`src/rtl/cd_image_reader.sv`:
```
// cd_image_reader: answers SCSI TEST UNIT READY / READ6 / READ10 command blocks
// from the bridge. It fetches 2048-byte sectors from a disc image held in
// 16-bit external memory and streams them out as a paced byte stream. When the
// command completes it presents the SCSI status byte.
//
// Image port handshake (valid/ready): IMG_RD is the request. It is held, with
// IMG_A frozen, until a CE-cycle in which IMG_READYn is low. That cycle is the
// transfer: IMG_DO is sampled in it. IMG_RD drops on the following CE-cycle.
// Only CE=1 cycles count for anything.
module cd_image_reader #(
    parameter int unsigned IMG_BASE    = 0,
    parameter int unsigned IMG_SECTORS = 4096,
    parameter int unsigned BYTE_GAP    = 8,
    parameter int unsigned AW          = 22
) (
    input  logic          CLK,
    input  logic          RES,
    input  logic          CE,
    input  logic [95:0]   COMMAND,
    input  logic          COMM_SEND,
    input  logic          STAT_GET,
    output logic [7:0]    STATUS,
    output logic [7:0]    CD_DATA,
    output logic          CD_WR,
    output logic          CD_DATA_END,
    output logic [AW-1:0] IMG_A,
    output logic          IMG_RD,
    input  logic [15:0]   IMG_DO,
    input  logic          IMG_READYn,
    output logic          BUSY,
    output logic [2:0]    dbg_state_o
);

    localparam int GW = $clog2(BYTE_GAP + 1);
    localparam logic [GW-1:0] GAP_FULL   = GW'(BYTE_GAP);
    localparam logic [32:0]   SECTORS_33 = 33'(IMG_SECTORS);

    typedef enum logic [2:0] {
        S_IDLE, S_DECODE, S_FETCH, S_EMIT_LO, S_EMIT_HI, S_END, S_STATUS_WAIT
    } state_t;

    state_t          state_q, state_d;
    logic [95:0]     cmd_q, cmd_d;
    logic [31:0]     lba_q, lba_d;
    logic [16:0]     count_q, count_d;   // sectors left, including the current one
    logic [9:0]      widx_q, widx_d;
    logic [15:0]     word_q, word_d;
    logic [GW-1:0]   gap_q, gap_d;
    logic [7:0]      status_q, status_d;
    logic [7:0]      data_q, data_d;
    logic            wr_q, wr_d;
    logic            end_q, end_d;
    logic            rd_q, rd_d;
    logic            busy_q, busy_d;
    logic [AW-1:0]   addr_q, addr_d;

    logic [7:0]      opcode;
    logic            is_read;
    logic [31:0]     dec_lba;
    logic [16:0]     dec_cnt;
    logic            out_of_range;

    // Word address of a sector word. The image may wrap within the AW-bit space.
    function automatic logic [AW-1:0] img_addr(input logic [31:0] lba, input logic [9:0] idx);
        logic [41:0] full;
        full = 42'(IMG_BASE) + {lba, 10'b0} + {32'b0, idx};
        return full[AW-1:0];
    endfunction

    // Decode the latched CDB into LBA and sector count, plus a 33-bit range check.
    always_comb begin
        opcode  = cmd_q[7:0];
        is_read = 1'b0;
        dec_lba = '0;
        dec_cnt = '0;
        if (opcode == 8'h08) begin
            is_read = 1'b1;
            dec_lba = {11'd0, cmd_q[12:8], cmd_q[23:16], cmd_q[31:24]};
            dec_cnt = (cmd_q[39:32] == 8'd0) ? 17'd256 : {9'd0, cmd_q[39:32]};
        end else if (opcode == 8'h28) begin
            is_read = 1'b1;
            dec_lba = {cmd_q[23:16], cmd_q[31:24], cmd_q[39:32], cmd_q[47:40]};
            dec_cnt = {1'b0, cmd_q[63:56], cmd_q[71:64]};
        end
        out_of_range = ({1'b0, dec_lba} + {16'd0, dec_cnt}) > SECTORS_33;
    end

    // Next-state and registered-output logic for the command FSM.
    always_comb begin
        state_d  = state_q;
        cmd_d    = cmd_q;
        lba_d    = lba_q;
        count_d  = count_q;
        widx_d   = widx_q;
        word_d   = word_q;
        status_d = status_q;
        data_d   = data_q;
        rd_d     = rd_q;
        addr_d   = addr_q;
        wr_d     = 1'b0;
        end_d    = 1'b0;
        gap_d    = (gap_q < GAP_FULL) ? gap_q + GW'(1) : gap_q;

        case (state_q)
            S_IDLE: begin
                if (COMM_SEND) begin
                    cmd_d   = COMMAND;
                    state_d = S_DECODE;
                end
            end
            S_DECODE: begin
                if (!is_read) begin
                    status_d = (opcode == 8'h00) ? 8'h00 : 8'h02;
                    state_d  = S_END;
                end else if (out_of_range) begin
                    status_d = 8'h02;
                    state_d  = S_END;
                end else if (dec_cnt == 17'd0) begin
                    status_d = 8'h00;
                    state_d  = S_END;
                end else begin
                    status_d = 8'h00;
                    lba_d    = dec_lba;
                    count_d  = dec_cnt;
                    widx_d   = 10'd0;
                    gap_d    = GAP_FULL;   // first byte goes out without delay
                    rd_d     = 1'b1;
                    addr_d   = img_addr(dec_lba, 10'd0);
                    state_d  = S_FETCH;
                end
            end
            S_FETCH: begin
                if (!IMG_READYn) begin
                    word_d  = IMG_DO;
                    rd_d    = 1'b0;
                    state_d = S_EMIT_LO;
                end
            end
            S_EMIT_LO: begin
                if (gap_q >= GAP_FULL) begin
                    wr_d    = 1'b1;
                    data_d  = word_q[7:0];
                    gap_d   = GW'(1);   // the strobe cycle is the first counted
                    state_d = S_EMIT_HI;
                end
            end
            S_EMIT_HI: begin
                if (gap_q >= GAP_FULL) begin
                    wr_d   = 1'b1;
                    data_d = word_q[15:8];
                    gap_d  = GW'(1);
                    if (widx_q == 10'd1023 && count_q == 17'd1) begin
                        status_d = 8'h00;
                        state_d  = S_END;
                    end else if (widx_q == 10'd1023) begin
                        widx_d  = 10'd0;
                        lba_d   = lba_q + 32'd1;
                        count_d = count_q - 17'd1;
                        rd_d    = 1'b1;
                        addr_d  = img_addr(lba_q + 32'd1, 10'd0);
                        state_d = S_FETCH;
                    end else begin
                        widx_d  = widx_q + 10'd1;
                        rd_d    = 1'b1;
                        addr_d  = img_addr(lba_q, widx_q + 10'd1);
                        state_d = S_FETCH;
                    end
                end
            end
            S_END: begin
                end_d   = 1'b1;
                state_d = S_STATUS_WAIT;
            end
            S_STATUS_WAIT: begin
                if (STAT_GET) state_d = S_IDLE;
            end
            default: state_d = S_IDLE;
        endcase

        busy_d = (state_d != S_IDLE);
    end

    // State and output registers; reset wins over CE.
    always_ff @(posedge CLK) begin
        if (RES) begin
            state_q  <= S_IDLE;
            cmd_q    <= '0;
            lba_q    <= '0;
            count_q  <= '0;
            widx_q   <= '0;
            word_q   <= '0;
            gap_q    <= '0;
            status_q <= 8'h00;
            data_q   <= 8'h00;
            wr_q     <= 1'b0;
            end_q    <= 1'b0;
            rd_q     <= 1'b0;
            busy_q   <= 1'b0;
            addr_q   <= '0;
        end else if (CE) begin
            state_q  <= state_d;
            cmd_q    <= cmd_d;
            lba_q    <= lba_d;
            count_q  <= count_d;
            widx_q   <= widx_d;
            word_q   <= word_d;
            gap_q    <= gap_d;
            status_q <= status_d;
            data_q   <= data_d;
            wr_q     <= wr_d;
            end_q    <= end_d;
            rd_q     <= rd_d;
            busy_q   <= busy_d;
            addr_q   <= addr_d;
        end
    end

    assign STATUS      = status_q;
    assign CD_DATA     = data_q;
    assign CD_WR       = wr_q;
    assign CD_DATA_END = end_q;
    assign IMG_A       = addr_q;
    assign IMG_RD      = rd_q;
    assign BUSY        = busy_q;
    assign dbg_state_o = state_q;

endmodule

```
`config.mk`:
```
export PLATFORM = sky130hd
export DESIGN_NAME = cd_image_reader
export DESIGN_NICKNAME = d
export VERILOG_FILES = /design/src/rtl/cd_image_reader.sv
export SDC_FILE = /design/constraint.sdc
export NUM_CORES = 1
export LEC_CHECK = 0
export CORE_MARGIN = 5
export CORE_UTILIZATION = 58
export DETAILED_ROUTE_END_ITERATION = 8
export PLACE_DENSITY = 0.87
export SLEW_MARGIN = 15
export SYNTH_ARGS = -nofsm -noshare
export SYNTH_HDL_FRONTEND = slang
export SYNTH_SLANG_ARGS = --single-unit
```
`constraint.sdc`:
```
create_clock -name CLK -period 7.6 [get_ports CLK]
set_clock_uncertainty 0.05 [all_clocks]
set_input_delay 1.14 -clock CLK [delete_from_list [all_inputs] [get_ports CLK]]
set_output_delay 1.14 -clock CLK [all_outputs]
set_load 0.005 [all_outputs]
```
==> results.yml, run 1 <==
yosys:
  syn_inst: 1219
  ys_types: 75
  yosys_warnings: 0
  ys_seq_area_share_pct: 33.3
  synth_edf_count: 0
  synth_area_per_cell_um2: 7.30
  synthTopCellsByArea: "dfxtp_1 (33%), nand2_1 (11%), a21oi_1 (8.7%)"
  synth_top_area_cell: "dfxtp_1"
  synth_top_area_share_pct: 33.3
  synth_flop_cell: "dfxtp_1"
  synthArstFlopShare_pct: 0
  synth_seq_cells: 148
  synth_area_um2: 8900
min_path:
  hold_path.class: "reg2reg"
  hold_depth: 2
floorplanning:
  dieArea_um2: 17900
  io_pins: 163
  die_y_um: 134
  core_um2: 15100
  initial_core_util_pct: 58.8
  rows: 45
  die_x_um: 134
global_route:
  antenna_found_initial: 0
  gr-usage-all-layers_pct: 29.2
  overflow: 0
  grt_pass1_wl_mm: 42.5
  grt_max_degree: 88
  grt_pass1_vias: 8475
clock_network:
  numCtsBuffers: 17
  clockBufferDepth: 2
  cts.clk_slew.worst_paths_ns: 0.06
  cts_setup_buffers: 0
  clockRootBuffer: "clkbuf_16"
  cts_max_level: 4
  cts_tree: "done"
  cts-hold-fix-buffers: 0
  cts_num_sinks: 148
  cts_resized: 0
  clock_latency_ns: 0.43
placed_design:
  dpl_cell_area_um2: 10000
  place_congestion: 1.00
  post-dp-hpwl_mm: 18.6
  portBuffers: 120
  dpl.cell_count: 1451
detailed_routing:
  drtIter0Drc: 1091
  drt_first_pass_iters: 6
  drt_wl_total_mm: 26.7
  drcViolationCount: 0
  vias: 9293
  routedWlPerCell_um: 18.0
  via_per_inst: 6.27
  ant_nets: 0
finish:
  design_area_um2: 10600
  nNetsFinal: 1423
  finalNonFillerCells: 1483
  drive_above_1_share_pct: 4.79
  antenna_cells: 0
  areaGrowthSynthToFinish_pct: 19.2
worst_setup_path:
  crit_type: "reg2reg"
  worstRegToRegCells: 17
  path_max_fanout: 31
  cp.required_ns: 7.88
  critPathLaunchType: "register"
  worst_ep_arrival_time_ns: 6.11
  setup.worst_path.end_class: "register"
sta:
  slew_headroom_pct: 33.5
  hold_viol_final: 0
  rsz0062_at_grt: "no"
  slew_violations: 0
  fmax_ghz: 0.172
  setup_viol: 0
  holdWs_ns: 0.402
  period_needed_ns: 5.83
  timing.final.crit_share_pct: 76.7
  tightest_slew_ns: 0.997
  setup_tns_ns: 0
power:
  p_leak_nw: 3.62
  powerDensity_nw_per_um2: 174
  p_total_mw: 1.85
  ir_worst_vdd_uv: 174
status:
  status: "complete, no violations"
flow_run:
  drv_cap: 0
-- metrics by stage --
step                setup WS, ns  util, %
floorplan                   2.83        -
global placement            2.09     66.3
detailed placement          1.98     66.3
CTS                         1.95     70.1
global route                1.46     70.1
finish                      1.77     70.1
-- logic make-up after synthesis --
logic type                 synth area share [%]
AOI/OAI and AO/OA                          24.4
muxes                                      4.77
xor gates and xnor gates                   1.87
and+or+nand+nor                            26.8
other                                    0.0421
DFF                                        33.3
adders and majority gates                  3.32
buffers and inverters                      5.52
-- critical path, stage by stage (launching register included) --
cell      delay [ns]
dfxtp_1         0.32
nor4_2          0.45
nand3_1         0.41
nor2_1          0.37
ha_1            0.24
inv_1           0.06
fa_1            0.39
nand2b_1        0.17
a211oi_1        0.37
o21ai_0         0.27
o211ai_1        0.50
nand2_1         0.08
o311ai_0        0.37
and4_1          0.32
and4_1          0.26
a21o_4          0.41
nand2_2         0.30
a221oi_1        0.35
-- layout by cell type (no fill, tap or decap), types with 5 or more instances in the layout --
| cell type | instances |
|---|---|
| and3_1 | 24 |
| a21oi_1 | 155 |
| conb_1 | 7 |
| and4_1 | 6 |
| xnor2_1 | 10 |
| o31ai_1 | 15 |
| nor2b_1 | 7 |
| ha_1 | 22 |
| dfxtp_1 | 147 |
| inv_1 | 23 |
| a211oi_1 | 12 |
| a31oi_1 | 11 |
| nor4_1 | 10 |
| o32ai_1 | 6 |
| or3_1 | 11 |
| nor2_1 | 112 |
| o31a_1 | 5 |
| o22ai_1 | 8 |
| o21a_1 | 7 |
| nand4_1 | 13 |
| a21o_1 | 6 |
| clkdlybuf4s50_1 | 119 |
| buf_4 | 9 |
| nand3_1 | 30 |
| mux2i_1 | 39 |
| xor2_1 | 9 |
| nand3b_1 | 6 |
| nand2_1 | 259 |
| o211ai_1 | 17 |
| nor3_1 | 23 |
| a32oi_1 | 5 |
| clkbuf_16 | 17 |
| a311oi_1 | 9 |
| o21ai_0 | 44 |
-- Yosys cell counts (10+ instances only) --
library cell	count
nand3_1	31
xnor2_1	10
a31oi_1	11
nand4_1	13
nor4_1	11
nand2_1	259
nor3_1	23
clkbuf_1	63
inv_1	23
and3_1	25
nor2_1	112
ha_1	22
or3_1	11
o211ai_1	17
a211oi_1	12
mux2i_1	39
dfxtp_1	148
a21oi_1	155
o31ai_1	15
o21ai_0	44
-- per-layer routing --
metal	part of all wire [%]	global-route usage (%)	up-vias
met2	45	44.7	502
met5	0	0	-
met1	43	40.7	4269
met3	9.4	5.81	55
li1	-	-	4467
met4	3.0	11.2	0
-- state kept, by name, indices dropped and copies added (netlist names) --
signal	count
BUSY	1
CD_DATA	8
CD_DATA_END	1
CD_WR	1
IMG_A	13
IMG_RD	1
STATUS	1
cmd_q	61
count_q	17
dbg_state_o	3
gap_q	4
lba_q	12
widx_q	9
word_q	16
-- where the power goes --
group          total [mW]  leakage (nW)  switching [mW]  internal [mW]
sequential          0.825          1.20          0.0298          0.795
combinational       0.194          2.14           0.109         0.0847
clock               0.830         0.282           0.354          0.476
-- worst paths after layout --
check                                from    endpoint  slack [ns]
worst max-delay path             cmd_q[0]  count_q[0]        1.77
worst min-delay path            IMG_A[10]   IMG_A[10]        0.40
worst max register to register   cmd_q[0]  count_q[0]        1.77
worst min register to register  IMG_A[10]   IMG_A[10]        0.40
-- area by class of cell --
| type | count | area (um2) |
|---|---|---|
| clock inverter | 11 | 118 |
| clock buffer | 21 | 460 |
| timing repair buffer | 128 | 1260 |
| tap | 188 | 235 |
| multi-input combinational | 963 | 5490 |
| sequential | 148 | 2960 |
| inverter | 24 | 90.1 |
| fill | 1235 | 4530 |
Note: power is estimated with default switching activity, not from simulation.
==> run 2, diff against run 1 <==
Settings changed: CORE_UTILIZATION 58 to 48, PLACE_DENSITY 0.87 to 0.77.
Clock period 7.6 ns to 4.85 ns, I/O delays scaled along.
==> run 2 against run 1 <==
Compared with the run above: clock-buffer cell count fell by 3; via count is 0.37% higher; global-route usage down 4.4 points; sequential share of layout area is 1.3 points lower; largest cell class unchanged; first-iteration DRC count decreased by 28%; hold slack better by 0.0031 ns; highest routed layer unchanged; cell count up 5.9%; largest power group unchanged; power rose by 62%.
==> results.yml, run 2 (synthesized netlist as in run 1, its figures left out) <==
flow_run:
  drv_cap: 0
global_route:
  antenna_found_initial: 0
  gr-usage-all-layers_pct: 24.8
  grt_pass1_wl_mm: 43.9
  grt_max_degree: 81
  grt_pass1_vias: 8530
  overflow: 0
finish:
  layout_commonest_cell: "nand2_1"
  regMostFlops: "cmd_q"
  seq_area_um2: 2960
  design_area_um2: 11100
  antenna_cells: 0
  areaGrowthSynthToFinish_pct: 25.2
  reg.largest.list: "cmd_q (61), count_q (17), word_q (16)"
  nNetsFinal: 1469
  largest_reg_flops: 61
  final_cell_mix: "nand2_1 (259), a21oi_1 (152), dfxtp_1 (147)"
  multi_input_area_um2: 5580
  drive_above_1_share_pct: 9.55
  fillerInstances: 1665
  finish.utilization_pct: 61.6
worst_setup_path:
  critPathLaunchType: "register"
  crit_type: "reg2reg"
  cp.required_ns: 5.13
  worst_ep_arrival_time_ns: 4.99
  path_max_fanout: 29
  setup.worst_path.end_class: "register"
detailed_routing:
  routedWlPerCell_um: 17.6
  drt_first_pass_iters: 5
  vias: 9327
  ant_nets: 0
  drtIter0Drc: 787
  drcViolationCount: 0
  via_per_inst: 5.94
  drt_wl_total_mm: 27.6
power:
  switching_share_pct: 27.1
  pwr-share-comb_pct: 10.8
  seqPwrFrac_pct: 43.1
  powerDensity_nw_per_um2: 269
  p_leak_nw: 3.89
  pwr-share-clk_pct: 46.1
  ir_worst_vdd_uv: 219
  p_sw_mw: 0.812
  p_int_mw: 2.18
clock_network:
  cts_num_sinks: 148
  clock_latency_ns: 0.43
  cts_max_level: 4
  numCtsBuffers: 17
  clockBufferDepth: 2
  cts.clk_slew.worst_paths_ns: 0.07
  clockRootBuffer: "clkbuf_16"
  cts_tree: "done"
placed_design:
  place_congestion: 0.970
  post-dp-hpwl_mm: 20.1
  portBuffers: 120
  dpl_cell_area_um2: 10400
  dp_slack_ns: -0.108
floorplanning:
  die_y_um: 146
  die_x_um: 146
  dieArea_um2: 21400
  rows: 49
  io_pins: 163
  initial_core_util_pct: 49.2
  core_um2: 18100
sta:
  fmax_ghz: 0.213
  slew_headroom_pct: 42.8
  tightest_slew_ns: 0.858
  timing.final.crit_share_pct: 97.0
  setup_ws_ns: 0.146
  setup_tns_ns: 0
  period_needed_ns: 4.70
  setup_viol: 0
  holdWs_ns: 0.405
  slew_violations: 0
  rsz0062_at_grt: "no"
  hold_viol_final: 0
min_path:
  hold_path.class: "reg2reg"
status:
  status: "complete, no violations"
[run 2: cell count changes in the layout (fill, tap and decap cells not counted), sizes merged]
cell,previous run,this run
inv,27,30
clkbuf,21,18
buf,9,55
bufinv,1,2
clkinvlp,1,0
[run 2: path summary, 6_finish.rpt]
kind              slack (ns)          to      start  depth (start not counted)
setup / recovery        0.15  count_q[2]   cmd_q[0]                         18
setup reg to reg        0.15  count_q[2]   cmd_q[0]                         18
hold / removal          0.41   word_q[1]  word_q[1]                          2
hold reg to reg         0.41   word_q[1]  word_q[1]                          2
[run 2: per-layer routing]
layer | global-route usage, % | vias to the layer above | share of wire, %
li1 | - | 4564 | -
met5 | 0 | - | 0
met1 | 35.2 | 4380 | 46
met4 | 6.26 | 0 | 1.2
met2 | 38.6 | 356 | 45
met3 | 4.90 | 27 | 7.6
[run 2: worst max-delay path, stage by stage, from the launching register on]
cell and delay, ns:
dfxtp_1 0.33, nor4_4 0.33, nand3_1 0.13, buf_4 0.19, buf_4 0.24, nor2_2 0.23
ha_1 0.30, a21oi_1 0.20, o22ai_1 0.11, or2_1 0.24, or4_1 0.49, and4_1 0.22
nor3_1 0.27, and4_1 0.30, and4_4 0.25, a21o_4 0.14, buf_12 0.18, nand2_1 0.10
a221oi_2 0.27
[run 2: through the flow]
step / std cells / power [mW]
after floorplan: 1225 / 1.49
after global placement: 1537 / 1.62
after detailed placement: 1537 / 1.63
after CTS: 1569 / 3.00
after global routing: 1570 / 3.10
final: 1570 / 2.99
[run 2: cell type report]
cell class / count / area share [%]
Multi-Input combinational cell: 963 / 50.0
Sequential cell: 148 / 26.6
Timing Repair Buffer: 174 / 14.5
Clock buffer: 18 / 3.94
Tap cell: 229 / 2.57
Clock inverter: 14 / 1.53
Inverter: 24 / 0.808
[run 2: what timing repair did]
action | in CTS | in global routing
pin swaps | 0 | 4
endpoints found under the setup margin | 37 | 58
buffers inserted | 0 | 1
resized for setup | 1 | 25
hold buffers | 0 | 0
[run 2: power groups by stage]
stage	Clock (mW)	Combinational (mW)	Sequential, mW
2_1_floorplan	0	0.197	1.29
3_3_place_gp	0	0.310	1.31
3_5_place_dp	0	0.314	1.31
4_1_cts	1.39	0.316	1.29
5_1_grt	1.45	0.353	1.29
6_report	1.38	0.322	1.29
